**src/rtl/flag_stack_register_if.sv**
```systemverilog
// Bus between the controller and flag_stack_register: ALU flag inputs and
// stack strobes in one direction, live flags and stack status in the other.
interface flag_stack_register_if #(
  parameter int NFLAGS = 5,
  parameter int DEPTH  = 4
);
  localparam int CW = $clog2(DEPTH + 1);

  logic              update;
  logic [NFLAGS-1:0] upd_mask;
  logic [NFLAGS-1:0] flags_in;
  logic              push;
  logic              pop;
  logic              err_clr;

  logic [NFLAGS-1:0] flags;
  logic              cy;
  logic              acy;
  logic              zero;
  logic              sgn;
  logic              parity;
  logic [CW-1:0]     count;
  logic              full;
  logic              empty;
  logic              ovf;
  logic              unf;

  modport master (
    output update, upd_mask, flags_in, push, pop, err_clr,
    input  flags, cy, acy, zero, sgn, parity, count, full, empty, ovf, unf
  );

  modport slave (
    input  update, upd_mask, flags_in, push, pop, err_clr,
    output flags, cy, acy, zero, sgn, parity, count, full, empty, ovf, unf
  );
endinterface

```
**src/rtl/flag_stack_register.sv**
```systemverilog
// Live ALU flag register with masked update and a DEPTH-entry LIFO save/restore stack.
// Define FLAG_STACK_ERR_EN to build the sticky ovf/unf error registers.
module flag_stack_register #(
  parameter int NFLAGS = 5,
  parameter int DEPTH  = 4
) (
  input  logic                   clk,
  input  logic                   reset,
  flag_stack_register_if.slave   bus
);
  localparam int CW = $clog2(DEPTH + 1);
  localparam int AW = (DEPTH > 1) ? $clog2(DEPTH) : 1;

  logic [NFLAGS-1:0] flags_q, flags_d;
  logic [CW-1:0]     count_q, count_d;
  logic              full_q, full_d;
  logic              empty_q, empty_d;
  logic [NFLAGS-1:0] mem_q [0:(1<<AW)-1];

  logic              push_ok;
  logic              pop_ok;
  logic [AW-1:0]     wr_idx;
  logic [AW-1:0]     rd_idx;

  // A simultaneous push and pop cancels out: no stack traffic at all.
  assign push_ok = bus.push & ~bus.pop & ~full_q;
  assign pop_ok  = bus.pop & ~bus.push & ~empty_q;
  assign wr_idx  = AW'(count_q);
  assign rd_idx  = AW'(count_q - CW'(1));

  always_comb begin
    flags_d = flags_q;
    count_d = count_q;
    if (bus.update)
      flags_d = (bus.flags_in & bus.upd_mask) | (flags_q & ~bus.upd_mask);
    // Restore overrides any same-cycle ALU update.
    if (pop_ok) begin
      flags_d = mem_q[rd_idx];
      count_d = count_q - CW'(1);
    end else if (push_ok) begin
      count_d = count_q + CW'(1);
    end
    full_d  = (count_d == CW'(DEPTH));
    empty_d = (count_d == '0);
  end

  always_ff @(posedge clk) begin
    if (reset) begin
      flags_q <= '0;
      count_q <= '0;
      full_q  <= 1'b0;
      empty_q <= 1'b1;
    end else begin
      flags_q <= flags_d;
      count_q <= count_d;
      full_q  <= full_d;
      empty_q <= empty_d;
    end
  end

  // The stack holds the pre-update live value; no reset on the storage.
  always_ff @(posedge clk) begin
    if (push_ok)
      mem_q[wr_idx] <= flags_q;
  end

  assign bus.flags  = flags_q;
  assign bus.cy     = flags_q[0];
  assign bus.acy    = flags_q[1];
  assign bus.zero   = flags_q[2];
  assign bus.sgn    = flags_q[3];
  assign bus.parity = flags_q[4];
  assign bus.count  = count_q;
  assign bus.full   = full_q;
  assign bus.empty  = empty_q;

`ifdef FLAG_STACK_ERR_EN
  logic ovf_q, ovf_d;
  logic unf_q, unf_d;

  // A new error in the same cycle as err_clr still leaves the bit set.
  always_comb begin
    ovf_d = bus.err_clr ? 1'b0 : ovf_q;
    unf_d = bus.err_clr ? 1'b0 : unf_q;
    if (bus.push & ~bus.pop & full_q)
      ovf_d = 1'b1;
    if (bus.pop & ~bus.push & empty_q)
      unf_d = 1'b1;
  end

  always_ff @(posedge clk) begin
    if (reset) begin
      ovf_q <= 1'b0;
      unf_q <= 1'b0;
    end else begin
      ovf_q <= ovf_d;
      unf_q <= unf_d;
    end
  end

  assign bus.ovf = ovf_q;
  assign bus.unf = unf_q;
`else
  logic unused_err_clr;
  assign unused_err_clr = &{1'b0, bus.err_clr};
  assign bus.ovf = 1'b0;
  assign bus.unf = 1'b0;
`endif
endmodule

```
**src/flat_wrapper.sv**
```systemverilog
// flat-port wrapper written by rule: the top's interface ports become plain ports
module flag_stack_register_flat 
#(
  parameter int NFLAGS = 5,
  parameter int DEPTH  = 4
)
  (clk, reset, bus_update, bus_upd_mask, bus_flags_in, bus_push, bus_pop, bus_err_clr, bus_flags, bus_cy, bus_acy, bus_zero, bus_sgn, bus_parity, bus_count, bus_full, bus_empty, bus_ovf, bus_unf);
  flag_stack_register_if #(.NFLAGS(NFLAGS), .DEPTH(DEPTH)) bus_i ();
  input  logic clk;
  input  logic reset;
  input wire logic [$bits(bus_i.update)-1:0] bus_update;
  input wire logic [$bits(bus_i.upd_mask)-1:0] bus_upd_mask;
  input wire logic [$bits(bus_i.flags_in)-1:0] bus_flags_in;
  input wire logic [$bits(bus_i.push)-1:0] bus_push;
  input wire logic [$bits(bus_i.pop)-1:0] bus_pop;
  input wire logic [$bits(bus_i.err_clr)-1:0] bus_err_clr;
  output wire logic [$bits(bus_i.flags)-1:0] bus_flags;
  output wire logic [$bits(bus_i.cy)-1:0] bus_cy;
  output wire logic [$bits(bus_i.acy)-1:0] bus_acy;
  output wire logic [$bits(bus_i.zero)-1:0] bus_zero;
  output wire logic [$bits(bus_i.sgn)-1:0] bus_sgn;
  output wire logic [$bits(bus_i.parity)-1:0] bus_parity;
  output wire logic [$bits(bus_i.count)-1:0] bus_count;
  output wire logic [$bits(bus_i.full)-1:0] bus_full;
  output wire logic [$bits(bus_i.empty)-1:0] bus_empty;
  output wire logic [$bits(bus_i.ovf)-1:0] bus_ovf;
  output wire logic [$bits(bus_i.unf)-1:0] bus_unf;
  assign bus_i.update = bus_update;
  assign bus_i.upd_mask = bus_upd_mask;
  assign bus_i.flags_in = bus_flags_in;
  assign bus_i.push = bus_push;
  assign bus_i.pop = bus_pop;
  assign bus_i.err_clr = bus_err_clr;
  assign bus_flags = bus_i.flags;
  assign bus_cy = bus_i.cy;
  assign bus_acy = bus_i.acy;
  assign bus_zero = bus_i.zero;
  assign bus_sgn = bus_i.sgn;
  assign bus_parity = bus_i.parity;
  assign bus_count = bus_i.count;
  assign bus_full = bus_i.full;
  assign bus_empty = bus_i.empty;
  assign bus_ovf = bus_i.ovf;
  assign bus_unf = bus_i.unf;
  flag_stack_register #(.NFLAGS(NFLAGS), .DEPTH(DEPTH)) u_core (.clk(clk), .reset(reset), .bus(bus_i));
endmodule
```
**config.mk**
```make
export PLATFORM = sky130hd
export DESIGN_NAME = flag_stack_register_flat
export DESIGN_NICKNAME = d
export VERILOG_FILES = /design/src/rtl/flag_stack_register_if.sv /design/src/rtl/flag_stack_register.sv /design/src/flat_wrapper.sv
export SDC_FILE = /design/constraint.sdc
export NUM_CORES = 1
export LEC_CHECK = 0
export BUFFER_PORTS_ARGS = -buffer_cell sky130_fd_sc_hd__buf_2
export CORE_ASPECT_RATIO = 0.6
export CORE_MARGIN = 5
export CORE_UTILIZATION = 28
export DETAILED_ROUTE_END_ITERATION = 8
export HOLD_SLACK_MARGIN = 0.1
export SKIP_LAST_GASP = 1
export SYNTH_ARGS = -nofsm -noshare
export SYNTH_HDL_FRONTEND = slang
export SYNTH_SLANG_ARGS = --single-unit
```
**constraint.sdc**
```tcl
create_clock -name clk -period 2.06 [get_ports clk]
set_input_delay 0.412 -clock clk [delete_from_list [all_inputs] [get_ports clk]]
set_output_delay 0.412 -clock clk [all_outputs]
set_load 0.05 [all_outputs]
```
==> flow_summary.rst <==
.. list-table::
   :header-rows: 1

   * - Metric
     - Value
   * - Std-Cell Core Area
     - 4950 um^2
   * - Post-route clock period utilization
     - 0.890
   * - Run status
     - complete, no violations
   * - Area of combinational cells with multiple inputs
     - 509 um^2
   * - Total power draw
     - 1.59 mW
   * - Number of DRC markers after the initial detailed-route iteration
     - 21
   * - I/O pins
     - 33
   * - Clock transition at path regs
     - 60 ps
   * - RSZ-0062 raised after global routing
     - false
   * - Hold Startpoint
     - bus_flags_in[0]
   * - Number of cells traversed by the worst hold path
     - 3
   * - Avg Cell Area, Syn
     - 12.9 um^2
   * - Area overhead of the layout relative to synthesis
     - 18.0%
   * - DP Wirelength
     - 2210 um
   * - Setup fix buffers added after clock tree synthesis
     - 0
   * - Final hold violation count
     - 0
   * - Deepest level of the CTS H-tree
     - 2
   * - Number of core rows
     - 20
   * - Fill cell total of the finished layout
     - 503
   * - Die area
     - 6590 um^2
   * - Per-cell routed wire length
     - 15.5 um
   * - Die span in y
     - 64.9 um
   * - Vias in the first global route
     - 969
   * - Number of I/O port buffers
     - 29
   * - Global-route wire length before repair
     - 4840 um
   * - Type of the worst min-delay path
     - primary input to register
   * - Cells after synthesis
     - 109
   * - Maximum resistive drop on vdd
     - 0.358 mV
   * - Category of the most critical setup path
     - register to register
   * - Count of different cell masters after synthesis
     - 32
   * - Setup_tns
     - 0 ps
   * - Number of synthesis warnings
     - 0
   * - Final setup viols
     - 0
   * - ANT nets after route
     - 0
   * - Number of CTS-inserted buffers
     - 5
   * - Share of cells above drive strength 1
     - 0.373
   * - Min cycle time layout
     - 1830 ps
   * - Power density relative to cell area
     - 957 nW/um^2
   * - Leak
     - 0.645 nW
   * - Number of enable-type register cells in the synthesized netlist
     - 20
   * - TritonCTS clock tree
     - built
   * - First-pass iteration count of the detailed router
     - 4
   * - CP Launch Type
     - register
   * - Slack of the worst reg-to-reg path
     - 230 ps
   * - Final slew viol count
     - 0
   * - Fraction of registers with async set/reset
     - 0
   * - Number of buffers on the longest clock path
     - 2
   * - Source-to-sink clock delay at the later pin of the worst-skew pair
     - 270 ps
   * - Root cell of the clock tree
     - clkbuf_8
   * - Initial antenna violation count
     - 0
   * - Global route overflow
     - 0
   * - Max-cap violations
     - 0
   * - Post-cts repair resize count
     - 0
   * - WP data arrival
     - 1960 ps
   * - Predominant post-synthesis flop cell
     - edfxtp_1
   * - CP max FO
     - 9
   * - Via count normalized by instance count
     - 4.65
   * - Weighted congestion at the end of routability-driven global placement
     - 0.776
   * - Quantity of hold-fixing buffers added after cts
     - 0
   * - Starting density of the core
     - 0.284
   * - NumNets Final
     - 155
   * - Flip-flop and latch count after synthesis
     - 30
   * - Part of the Yosys area used for sequential elements
     - 0.569
   * - CP required
     - 2190 ps
   * - Crit path capture type
     - register
   * - Flip-flop and latch area
     - 801 um^2
   * - Maximum clock frequency
     - 545 MHz
   * - Via total after detailed routing
     - 929
   * - Count of antenna diodes in the layout
     - 0
   * - Die Width
     - 101 um
   * - Final wirelength
     - 3090 um
   * - Area of the mapped netlist
     - 1410 um^2
   * - Largest clock skew in the final design
     - 2.30 ps
   * - GR Util All Layers
     - 0.101
   * - Pin count of the biggest net entering global routing
     - 13
   * - Worst reg2reg path startpoint
     - u_core.bus.count[1]$_SDFF_PP0_
   * - Clk sinks
     - 30
   * - Number of remaining DRC errors
     - 0
   * - Register-to-Register Path Depth
     - 5
stage by stage:
step	setup WS (ps)	area, um^2	utilization	hold slack [ps]	std cells
global placement	289	1560	0.314	521	193
global route	39.7	1660	0.335	421	200
floorplan	14.0	1410	-	582	110
detailed placement	194	1560	0.314	540	193
CTS	196	1660	0.335	426	200
finish	226	1660	0.335	430	200
cells in the final DEF (no fill, tap or decap), types with 2 or more instances in the layout:
cell,instances
nand3_1,5
conb_1,2
buf_2,29
nand2_1,10
edfxtp_1,20
dfxtp_1,10
a21oi_1,3
inv_1,3
mux4_2,5
and3_2,4
a311oi_1,5
nor2_1,9
clkbuf_8,5
nand2b_1,2
ha_1,5
worst max path at each step:
| stage | cells past startpoint | end | startpoint |
|---|---|---|---|
| floorplan | 8 | u_core.bus.empty$_SDFF_PP1_ | u_core.bus.count[0]$_SDFF_PP0_ |
| global placement | 5 | register | u_core.bus.count[1]$_SDFF_PP0_ |
| detailed placement | 5 | register | u_core.bus.count[1]$_SDFF_PP0_ |
| CTS | 5 | register | u_core.bus.count[1]$_SDFF_PP0_ |
| global route | 5 | register | u_core.bus.count[1]$_SDFF_PP0_ |
| finish | 5 | register | u_core.bus.count[1]$_SDFF_PP0_ |
report_power, final:
| part | leakage (nW) | internal (mW) | total (mW) | switching (mW) |
|---|---|---|---|---|
| logic | 0.323 | 0.106 | 0.328 | 0.222 |
| registers | 0.270 | 0.680 | 0.709 | 0.0287 |
| clock network | 0.0517 | 0.349 | 0.551 | 0.202 |
| total | 0.645 | 1.14 | 1.59 | 0.452 |
cell usage after synthesis, types with 2 or more instances:
cell / number / area share
a21oi_1: 3 / 0.011
a311oi_1: 5 / 0.031
and3_2: 4 / 0.021
buf_1: 2 / 0.0053
buf_4: 8 / 0.043
dfxtp_1: 10 / 0.14
edfxtp_1: 20 / 0.43
ha_1: 5 / 0.044
inv_1: 3 / 0.0080
mux4_2: 5 / 0.080
nand2_1: 10 / 0.027
nand2b_1: 2 / 0.0089
nand3_1: 5 / 0.018
nor2_1: 9 / 0.024
layout make-up:
| type | instances | area share |
|---|---|---|
| multi-input combinational | 64 | 0.307 |
| clock buffer | 5 | 0.0415 |
| timing repair buffer | 30 | 0.0920 |
| inverter | 3 | 0.00679 |
| sequential | 30 | 0.483 |
| clock inverter | 2 | 0.0204 |
| tap | 66 | 0.0498 |
kinds of logic after synthesis:
group / share of synthesized area
AND/OR/NAND/NOR: 0.133
flip-flops: 0.569
buffers and inverters: 0.0712
AO/OA/AOI/OAI: 0.0810
adder cells (fa/ha/maj): 0.0445
multiplexers: 0.0801
XOR/XNOR: 0.0178
other: 0.00267
layer usage:
| metal | vias up | global-route usage | part of all wire |
|---|---|---|---|
| met5 | - | 0 | 0 |
| met4 | 0 | 0.0282 | 0.0026 |
| met3 | 2 | 0.0505 | 0.089 |
| met2 | 30 | 0.148 | 0.46 |
| met1 | 460 | 0.131 | 0.45 |
| li1 | 437 | - | - |
critical path: stages, from the launching register on:
cell	delay [ps]
dfxtp_1	480
inv_1	130
ha_1	550
mux4_2	360
nor2_1	110
a311oi_1	60
Power figures use the tool's default switching activity.
